`src/rtl/upload_reader.sv`:
```
// upload_reader: serves data_io upload bytes from SDRAM words fetched over a toggle req/ack port,
// with a current-word buffer and a one-word prefetch buffer.
module upload_reader #(
    parameter logic [24:0] BASE_ADDR     = 25'h0,
    parameter int          SIZE_BYTES    = 8192,
    parameter int          RESYNC_CYCLES = 16
) (
    input  logic        clk_sys,
    input  logic        reset_n,
    input  logic        ioctl_upload,
    input  logic [24:0] ioctl_addr,
    output logic [7:0]  ioctl_din,
    output logic [24:0] sdr_addr,
    output logic        sdr_req,
    input  logic        sdr_ack,
    input  logic [15:0] sdr_dout,
    output logic        busy
);
    typedef enum logic [2:0] {RESYNC, IDLE, PREFETCH, WAIT_CUR, WAIT_NXT} state_t;
    typedef struct packed {
        logic        v;
        logic [23:0] t;
        logic [15:0] w;
    } buf_t;

    localparam int             CW    = $clog2(RESYNC_CYCLES + 1);
    localparam logic [25:0]    SIZE  = 26'(SIZE_BYTES);
    localparam logic [CW-1:0]  CLAST = CW'(RESYNC_CYCLES - 1);

    state_t        state_q, state_d;
    logic [CW-1:0] cnt_q, cnt_d;
    logic          req_q, req_d;
    logic [23:0]   tag_q, tag_d;
    buf_t          cur_q, cur_d, nxt_q, nxt_d;

    logic [23:0] widx, widx_p1;
    logic        in_range, nxt_in, ack_m, cur_hit, nxt_hit, need_pf, go;

    assign widx     = ioctl_addr[24:1];
    assign widx_p1  = widx + 24'd1;
    assign in_range = {1'b0, ioctl_addr} < SIZE;
    assign nxt_in   = ({1'b0, widx, 1'b0} + 26'd2) < SIZE;
    assign ack_m    = sdr_ack == req_q;
    assign cur_hit  = cur_q.v && cur_q.t == widx;
    assign nxt_hit  = nxt_q.v && nxt_q.t == widx;
    assign need_pf  = nxt_in && !(nxt_q.v && nxt_q.t == widx_p1);
    assign go       = ioctl_upload && in_range;

    always_ff @(posedge clk_sys or negedge reset_n) begin
        if (!reset_n) state_q <= RESYNC;
        else state_q <= state_d;
    end

    always_comb begin
        state_d = state_q;
        case (state_q)
            RESYNC:   state_d = cnt_q == CLAST ? IDLE : RESYNC;
            IDLE:     if (go) state_d = cur_hit ? (need_pf ? PREFETCH : IDLE) : nxt_hit ? PREFETCH : WAIT_CUR;
            PREFETCH: state_d = (go && cur_hit && need_pf) ? WAIT_NXT : IDLE;
            WAIT_CUR: state_d = ack_m ? IDLE : WAIT_CUR;
            WAIT_NXT: state_d = ack_m ? IDLE : WAIT_NXT;
            default:  state_d = RESYNC;
        endcase
    end

    // Datapath next-state: buffers, request toggle and fetch tag.
    always_comb begin
        cnt_d = cnt_q;
        req_d = req_q;
        tag_d = tag_q;
        cur_d = cur_q;
        nxt_d = nxt_q;
        case (state_q)
            RESYNC: begin
                cnt_d = cnt_q + 1'b1;
                req_d = cnt_q == CLAST ? sdr_ack : req_q;
            end
            IDLE: if (go && !cur_hit) begin
                nxt_d.v = 1'b0;
                cur_d   = nxt_hit ? nxt_q : '0;
                req_d   = nxt_hit ? req_q : ~req_q;
                tag_d   = nxt_hit ? tag_q : widx;
            end
            PREFETCH: if (go && cur_hit && need_pf) begin
                req_d = ~req_q;
                tag_d = widx_p1;
            end
            WAIT_CUR: if (ack_m) cur_d = '{v: 1'b1, t: tag_q, w: sdr_dout};
            WAIT_NXT: if (ack_m) nxt_d = '{v: 1'b1, t: tag_q, w: sdr_dout};
            default: ;
        endcase
    end

    always_ff @(posedge clk_sys or negedge reset_n) begin
        if (!reset_n) begin
            cnt_q <= '0;
            req_q <= 1'b0;
            tag_q <= '0;
            cur_q <= '0;
            nxt_q <= '0;
        end else begin
            cnt_q <= cnt_d;
            req_q <= req_d;
            tag_q <= tag_d;
            cur_q <= cur_d;
            nxt_q <= nxt_d;
        end
    end

    always_comb begin
        ioctl_din = (in_range && cur_hit) ? (ioctl_addr[0] ? cur_q.w[15:8] : cur_q.w[7:0]) : 8'hFF;
        busy      = state_q == WAIT_CUR && in_range;
        sdr_req   = req_q;
        sdr_addr  = BASE_ADDR + {tag_q, 1'b0};
    end
endmodule
```
`config.mk`:
```
export PLATFORM = sky130hd
export DESIGN_NAME = upload_reader
export DESIGN_NICKNAME = d
export VERILOG_FILES = /design/src/rtl/upload_reader.sv
export SDC_FILE = /design/constraint.sdc
export NUM_CORES = 1
export LEC_CHECK = 0
export CAP_MARGIN = 20
export CORE_ASPECT_RATIO = 1.75
export CORE_MARGIN = 3
export CORE_UTILIZATION = 40
export CTS_CLUSTER_SIZE = 10
export DETAILED_ROUTE_END_ITERATION = 12
export PLACE_DENSITY = 0.73
export SLEW_MARGIN = 20
export SYNTH_ARGS = -nofsm -noshare
export SYNTH_HDL_FRONTEND = slang
export SYNTH_SLANG_ARGS = --single-unit
export TNS_END_PERCENT = 50
```
`constraint.sdc`:
```
create_clock -name clk_sys -period 2.5 [get_ports clk_sys]
set_input_delay 0.5 -clock clk_sys [delete_from_list [all_inputs] [get_ports clk_sys]]
set_output_delay 0.5 -clock clk_sys [all_outputs]
set_load 0.05 [all_outputs]
```
==> flow_summary.ini, run 1 <==
[outcome]
status = finished with violations
violations = setup timing

[die]
fp.coreArea_sq_um = 16600
dieArea_sq_um = 18700
pin_count = 80
die_y_um = 179
rows = 62
die_width_um = 105
initial_core_util_pct = 41.2

[final_layout]
layout.nets = 992
design_area_sq_um = 10600
drive_above_1_share_pct = 43.9
final_cell_mix = buf_4, dfrtp_1, nand2_1
diodes = 0
instances_no_fill = 1181
final_common_cell = buf_4
syn_to_final_growth_pct = 55.8

[logic_synthesis]
synthAdderAreaFrac_pct = 0.549
synth_edf_count = 0
synthMuxAreaShare_pct = 8.72
ys_seq_elements = 115
async_reset_ff_share_pct = 100
synth_cell_types = 68
synth_compound_area_share_pct = 14.0
synth_simple_gate_area_share_pct = 21.3
synth_top_family_by_area = simple AND/OR/NAND/NOR gates
ys.flop_type = dfrtp_1
synthTopCellsByArea = dfrtp_1, mux2_2, xnor2_1, nand2_1, a22oi_1
ys_seq_area_share_pct = 42.1
syn_avg_cell_area_sq_um = 9.48
yosysWarningCount = 0
yosysTopAreaCell = dfrtp_1
synth_xor_area_share_pct = 9.08
synth_top_cell_area_share_pct = 42.1
mappedNetlistArea_sq_um = 6830
synthCells = 721
syn_nets = 769

[routing]
vias_per_cell = 5.70
avgRoutedWirePerCell_um = 20.9
first_iter_violations = 386
drc_errors = 0
num_vias = 6734
detail_route.first_pass.iterations = 5
wl_mm = 24.7
ant_nets = 0

[timing]
min_period_ns = 2.91
fin_ws_ns = -0.412
fin_skew_ns = 0.0124
maxSlewViolCount = 0
relSlewSlack_pct = 49.0
rsz0062_at_grt = true
period_share_pct = 116
whs_ns = 0.0645
hold_viol_final = 0
tns_ns = -11.60
max_freq_ghz = 0.343
worst_slew_pin_slew_ns = 0.759
setup-violations-final = 37

[cts]
clk_latency_ns = 0.42
ctsHtreeMaxLevel = 4
holdBufCountCts = 0
ctsRootBufferMaster = clkbuf_16
cts_sinks = 115
clockBufferDepth = 2
clk_pin_slew_ns = 0.06
cts_buffers = 17
cts_tree = yes

[placed_design]
dp_slack_ns = -1.24
dp.cells = 1113
hpwl_mm = 16.5
place.gp.congestion = 0.934
place_area_sq_um = 8920
port_buffers = 78

[critical_path]
crit_required_ns = 2.80
cp_slowest_stage_delay_ns = 0.55
crit_path_end_kind = register
cp_slowest_cell = or4_4
path_cells = buf_2 > buf_6 > buf_4 > xor2_1 > o21ai_1 > o21ai_1 > a211o_1 > or4_4 > o311ai_4 > buf_6 > nor2_4 > and3_4 > a211o_1
cp.arrival_ns = 3.22
crit_path_start_kind = primary input
r2r_end = tag_q[10]
r2r-start = nxt_q[19]
startpoint = ioctl_addr[5]
cp_max_fo = 6
critical_path_class = in -> reg
worst-r2r-cell-count = 10
setup.reg_to_reg.worst_slack_ns = -0.33

[global_route]
grt_pass1_vias = 6907
grt_util_all_layers_pct = 25.0
grt_pass1_wl_mm = 36.0
antenna_found_initial = 0
grt_max_degree = 41
overflow = 0

[power_and_ir_drop]
ir_drop_mv = 0.374
powerDensity_nw_per_um2 = 448
power.leakage_nw = 4.62

[min_path]
min_path_type = in -> async

[flow_run]
maxCapViolCount = 0
-- per-stage QoR --
stage	power [W]	utilization [%]
final	0.00477	64.1
after global routing	0.00489	64.1
after CTS	0.00476	61.8
after detailed placement	0.00237	53.8
after global placement	0.00237	53.8
after floorplan	0.00210	-
-- routing by layer --
layer	GRT usage [%]	routed length (um)	share of wire [%]
met2	46.2	13200	54
met3	4.14	1400	5.7
met5	0	0	0
met1	24.8	8140	33
met4	18.6	1910	7.7
-- layout make-up --
cell class	count	area, sq um
Timing Repair Buffer	258	2500
Fill cell	1270	5960
Clock inverter	13	123
Multi-Input combinational cell	544	4380
Inverter	8	30.0
Tap cell	224	280
Sequential cell	115	2880
Clock buffer	19	443
-- where the power goes --
group,leakage (nW),total (W),switching (W),internal [W]
combinational,2.76,0.000540,0.000286,0.000254
clock,0.268,0.00236,0.000958,0.00141
sequential,1.59,0.00187,0.00000362,0.00186
-- flip-flops by register name, summed over array words and instances (netlist names) --
signal	flops
nxt_q	41
sdr_req	1
cur_q	41
tag_q	24
state_q	3
cnt_q	5
-- synthesized netlist by cell type, types with 17 or more instances --
master and count:
xor2_1 24, nor2_1 36, nand2_1 89, clkbuf_1 26, o21ai_0 59, xnor2_1 45, mux2_2 44, dfrtp_1 115
and2_1 22, nand4_1 23, a22oi_1 42, buf_2 17
-- kinds of logic after synthesis --
| kind of cell | Yosys count |
|---|---|
| XOR/XNOR | 70 |
| adder cells (fa/ha/maj) | 3 |
| AO/OA/AOI/OAI | 148 |
| flip-flops | 115 |
| multiplexers | 54 |
| other | 1 |
| AND/OR/NAND/NOR | 267 |
| buffers and inverters | 63 |
-- what timing repair did --
action	CTS	global route
setup buffers	25	5
cloned	5	5
endpoints found under the setup margin	79	78
pin swaps	42	39
gates resized for setup	189	103
endpoints found under the hold margin	0	0
-- how the worst max path moves through the flow --
stage | endpoint | slack, ns
after floorplan | tag_q[10] | -0.37
after global placement | state_q[1] | -1.25
after detailed placement | state_q[1] | -1.24
after CTS | ioctl_din[1] | -0.46
after global routing | tag_q[10] | -0.51
final | tag_q[10] | -0.41
-- worst max-delay path: cells and delay by family --
family	cells	cell delay, ns
XOR/XNOR	1	0.17
AND/OR/NAND/NOR	3	0.77
AO/OA/AOI/OAI	5	1.17
buffers and inverters	4	0.62
Power figures use the tool's default switching activity.
==> inputs of run 2 (changes only) <==
--- a/config.mk
+++ b/config.mk
@@ -12,6 +12,7 @@
 export CTS_CLUSTER_SIZE = 10
 export DETAILED_ROUTE_END_ITERATION = 12
 export PLACE_DENSITY = 0.73
+export SETUP_SLACK_MARGIN = 0.3
 export SLEW_MARGIN = 20
 export SYNTH_ARGS = -nofsm -noshare
 export SYNTH_HDL_FRONTEND = slang
==> flow_summary.ini, run 2 (synthesis results as in run 1) <==
[power_and_ir_drop]
power.leakage_nw = 4.77
power.share.clock_pct = 50.9
powerDensity_nw_per_um2 = 464
switching_power_w = 0.00124
ir_drop_mv = 0.426
internal_power_w = 0.00365
swShare_pct = 25.3
seq_power_share_pct = 38.2
combPwrFrac_pct = 10.9
power_w = 0.00489

[cts]
holdBufCountCts = 0
ctsRootBufferMaster = clkbuf_16
cts_tree = yes
cts_buffers = 17
clk_latency_ns = 0.41
clockBufferDepth = 2
ctsHtreeMaxLevel = 4
clk_pin_slew_ns = 0.06
cts_sinks = 115

[final_layout]
drive_above_1_share_pct = 41.9
layout.nets = 995
biggestRegsByFlops = cur_q (41), nxt_q (41), tag_q (24)
syn_to_final_growth_pct = 54.5
design_area_sq_um = 10600
final_cell_mix = buf_4, dfrtp_1, nand2_1
diodes = 0
final_common_cell = buf_4

[global_route]
grt_pass1_vias = 6835
overflow = 0
grt_max_degree = 43
grt_util_all_layers_pct = 24.9
antenna_found_initial = 0
grt_pass1_wl_mm = 36.3

[routing]
detail_route.first_pass.iterations = 6
num_vias = 6743
vias_per_cell = 5.70
drc_errors = 0
first_iter_violations = 397
ant_nets = 0
wl_mm = 24.5
avgRoutedWirePerCell_um = 20.7

[timing]
fin_ws_ns = -0.534
maxSlewViolCount = 0
period_share_pct = 121
relSlewSlack_pct = 56.9
rsz0062_at_grt = true
max_freq_ghz = 0.330
whs_ns = 0.0672
fin_skew_ns = 0.00979
setup-violations-final = 76
hold_viol_final = 0
min_period_ns = 3.03
worst_slew_pin_slew_ns = 0.642

[outcome]
violations = setup timing
status = finished with violations

[critical_path]
worst-path-buf-inv = 5
path_common_cell = buf_4
crit_path_start_kind = primary input
cp_slowest_cell = or4_4
crit_required_ns = 2.00
path_depth = 10
worst-r2r-cell-count = 10
path_cells = buf_2 > buf_4 > xnor2_1 > buf_4 > nand2_1 > or4_4 > nor3_4 > buf_6 > nand2_4 > buf_8
cp.arrival_ns = 2.53
startpoint = ioctl_addr[2]
cp_max_fo = 5
cp_slowest_stage_delay_ns = 0.55
critical_path_class = in -> out
r2r-start = cur_q[17]
crit_path_end_kind = output port
path_delay_family = simple AND/OR/NAND/NOR gates

[placed_design]
hpwl_mm = 16.1
port_buffers = 78
place.gp.congestion = 0.941
dp_slack_ns = -1.26
place_area_sq_um = 8950

[die]
dieArea_sq_um = 18700
initial_core_util_pct = 41.2
pin_count = 80
rows = 62
fp.coreArea_sq_um = 16600
die_y_um = 179
die_width_um = 105

[flow_run]
maxCapViolCount = 0

[min_path]
min_path_type = in -> async
-- run 2: changes by cell type in the layout (fill, tap and decap cells not counted), moves of 6 or more --
cell and delta:
o21ai_2 +6, and2_1 +11, buf_12 -6, clkdlybuf4s50_1 -7
o21ai_1 -7, buf_4 +10, and2_4 -11, dlymetal6s2s_1 +6
buf_6 -7
-- run 2: area by class of cell --
class,count,area [sq um]
well taps,224,280
clock buffers,19,453
multi-input cells,543,4300
fillers,1260,6050
inverters,8,30.0
flip-flops and latches,115,2880
repair buffers,262,2470
clock inverters,13,149
-- run 2: metal layers --
layer | vias up | routed length (um) | global-route usage, %
met2 | 279 | 13000 | 46.0
met4 | 0 | 1690 | 15.8
met3 | 109 | 1210 | 4.29
li1 | 3026 | - | -
met5 | - | 0 | 0
met1 | 3329 | 8550 | 26.0
-- run 2: worst reg2reg max path, delay by kind of cell, from the launching register on --
family / cells / cell delay [ns]
and+or+nand+nor: 4 / 1.15
xor gates and xnor gates: 1 / 0.23
buffers and inverters: 1 / 0.17
AOI/OAI and AO/OA: 4 / 0.86
DFF: 1 / 0.40
-- run 2: repair_timing --
item	CTS	global route
resized for setup	171	62
cloned	4	5
setup buffers	20	10
endpoints found under the setup margin	79	84
endpoints found under the hold margin	0	0
pin swaps	31	32
-- run 2: metrics by stage --
stage,setup TNS (ns),instances,util [%]
after global placement,-69.51,1113,53.9
after detailed placement,-71.74,1113,53.9
after global routing,-19.35,1184,63.6
after CTS,-13.50,1169,61.4
final,-13.64,1184,63.6
after floorplan,-8.47,721,-
-- run 2: path summary, 6_finish.rpt --
check                          endpoint  slack (ns)
max                        ioctl_din[7]       -0.53
min                           tag_q[17]        0.07
max reg2reg                   tag_q[10]       -0.39
min reg2reg                    cnt_q[3]        0.46
max in group asynchronous     tag_q[12]        1.79
min in group clk_sys           cnt_q[3]        0.46
-- run 2: power groups by stage --
stage                     sequential [W]  clock [W]  combinational [W]
after global routing             0.00187    0.00260           0.000566
after global placement           0.00190          0           0.000469
after CTS                        0.00187    0.00249           0.000510
final                            0.00187    0.00249           0.000535
after floorplan                  0.00190          0           0.000213
after detailed placement         0.00190          0           0.000471
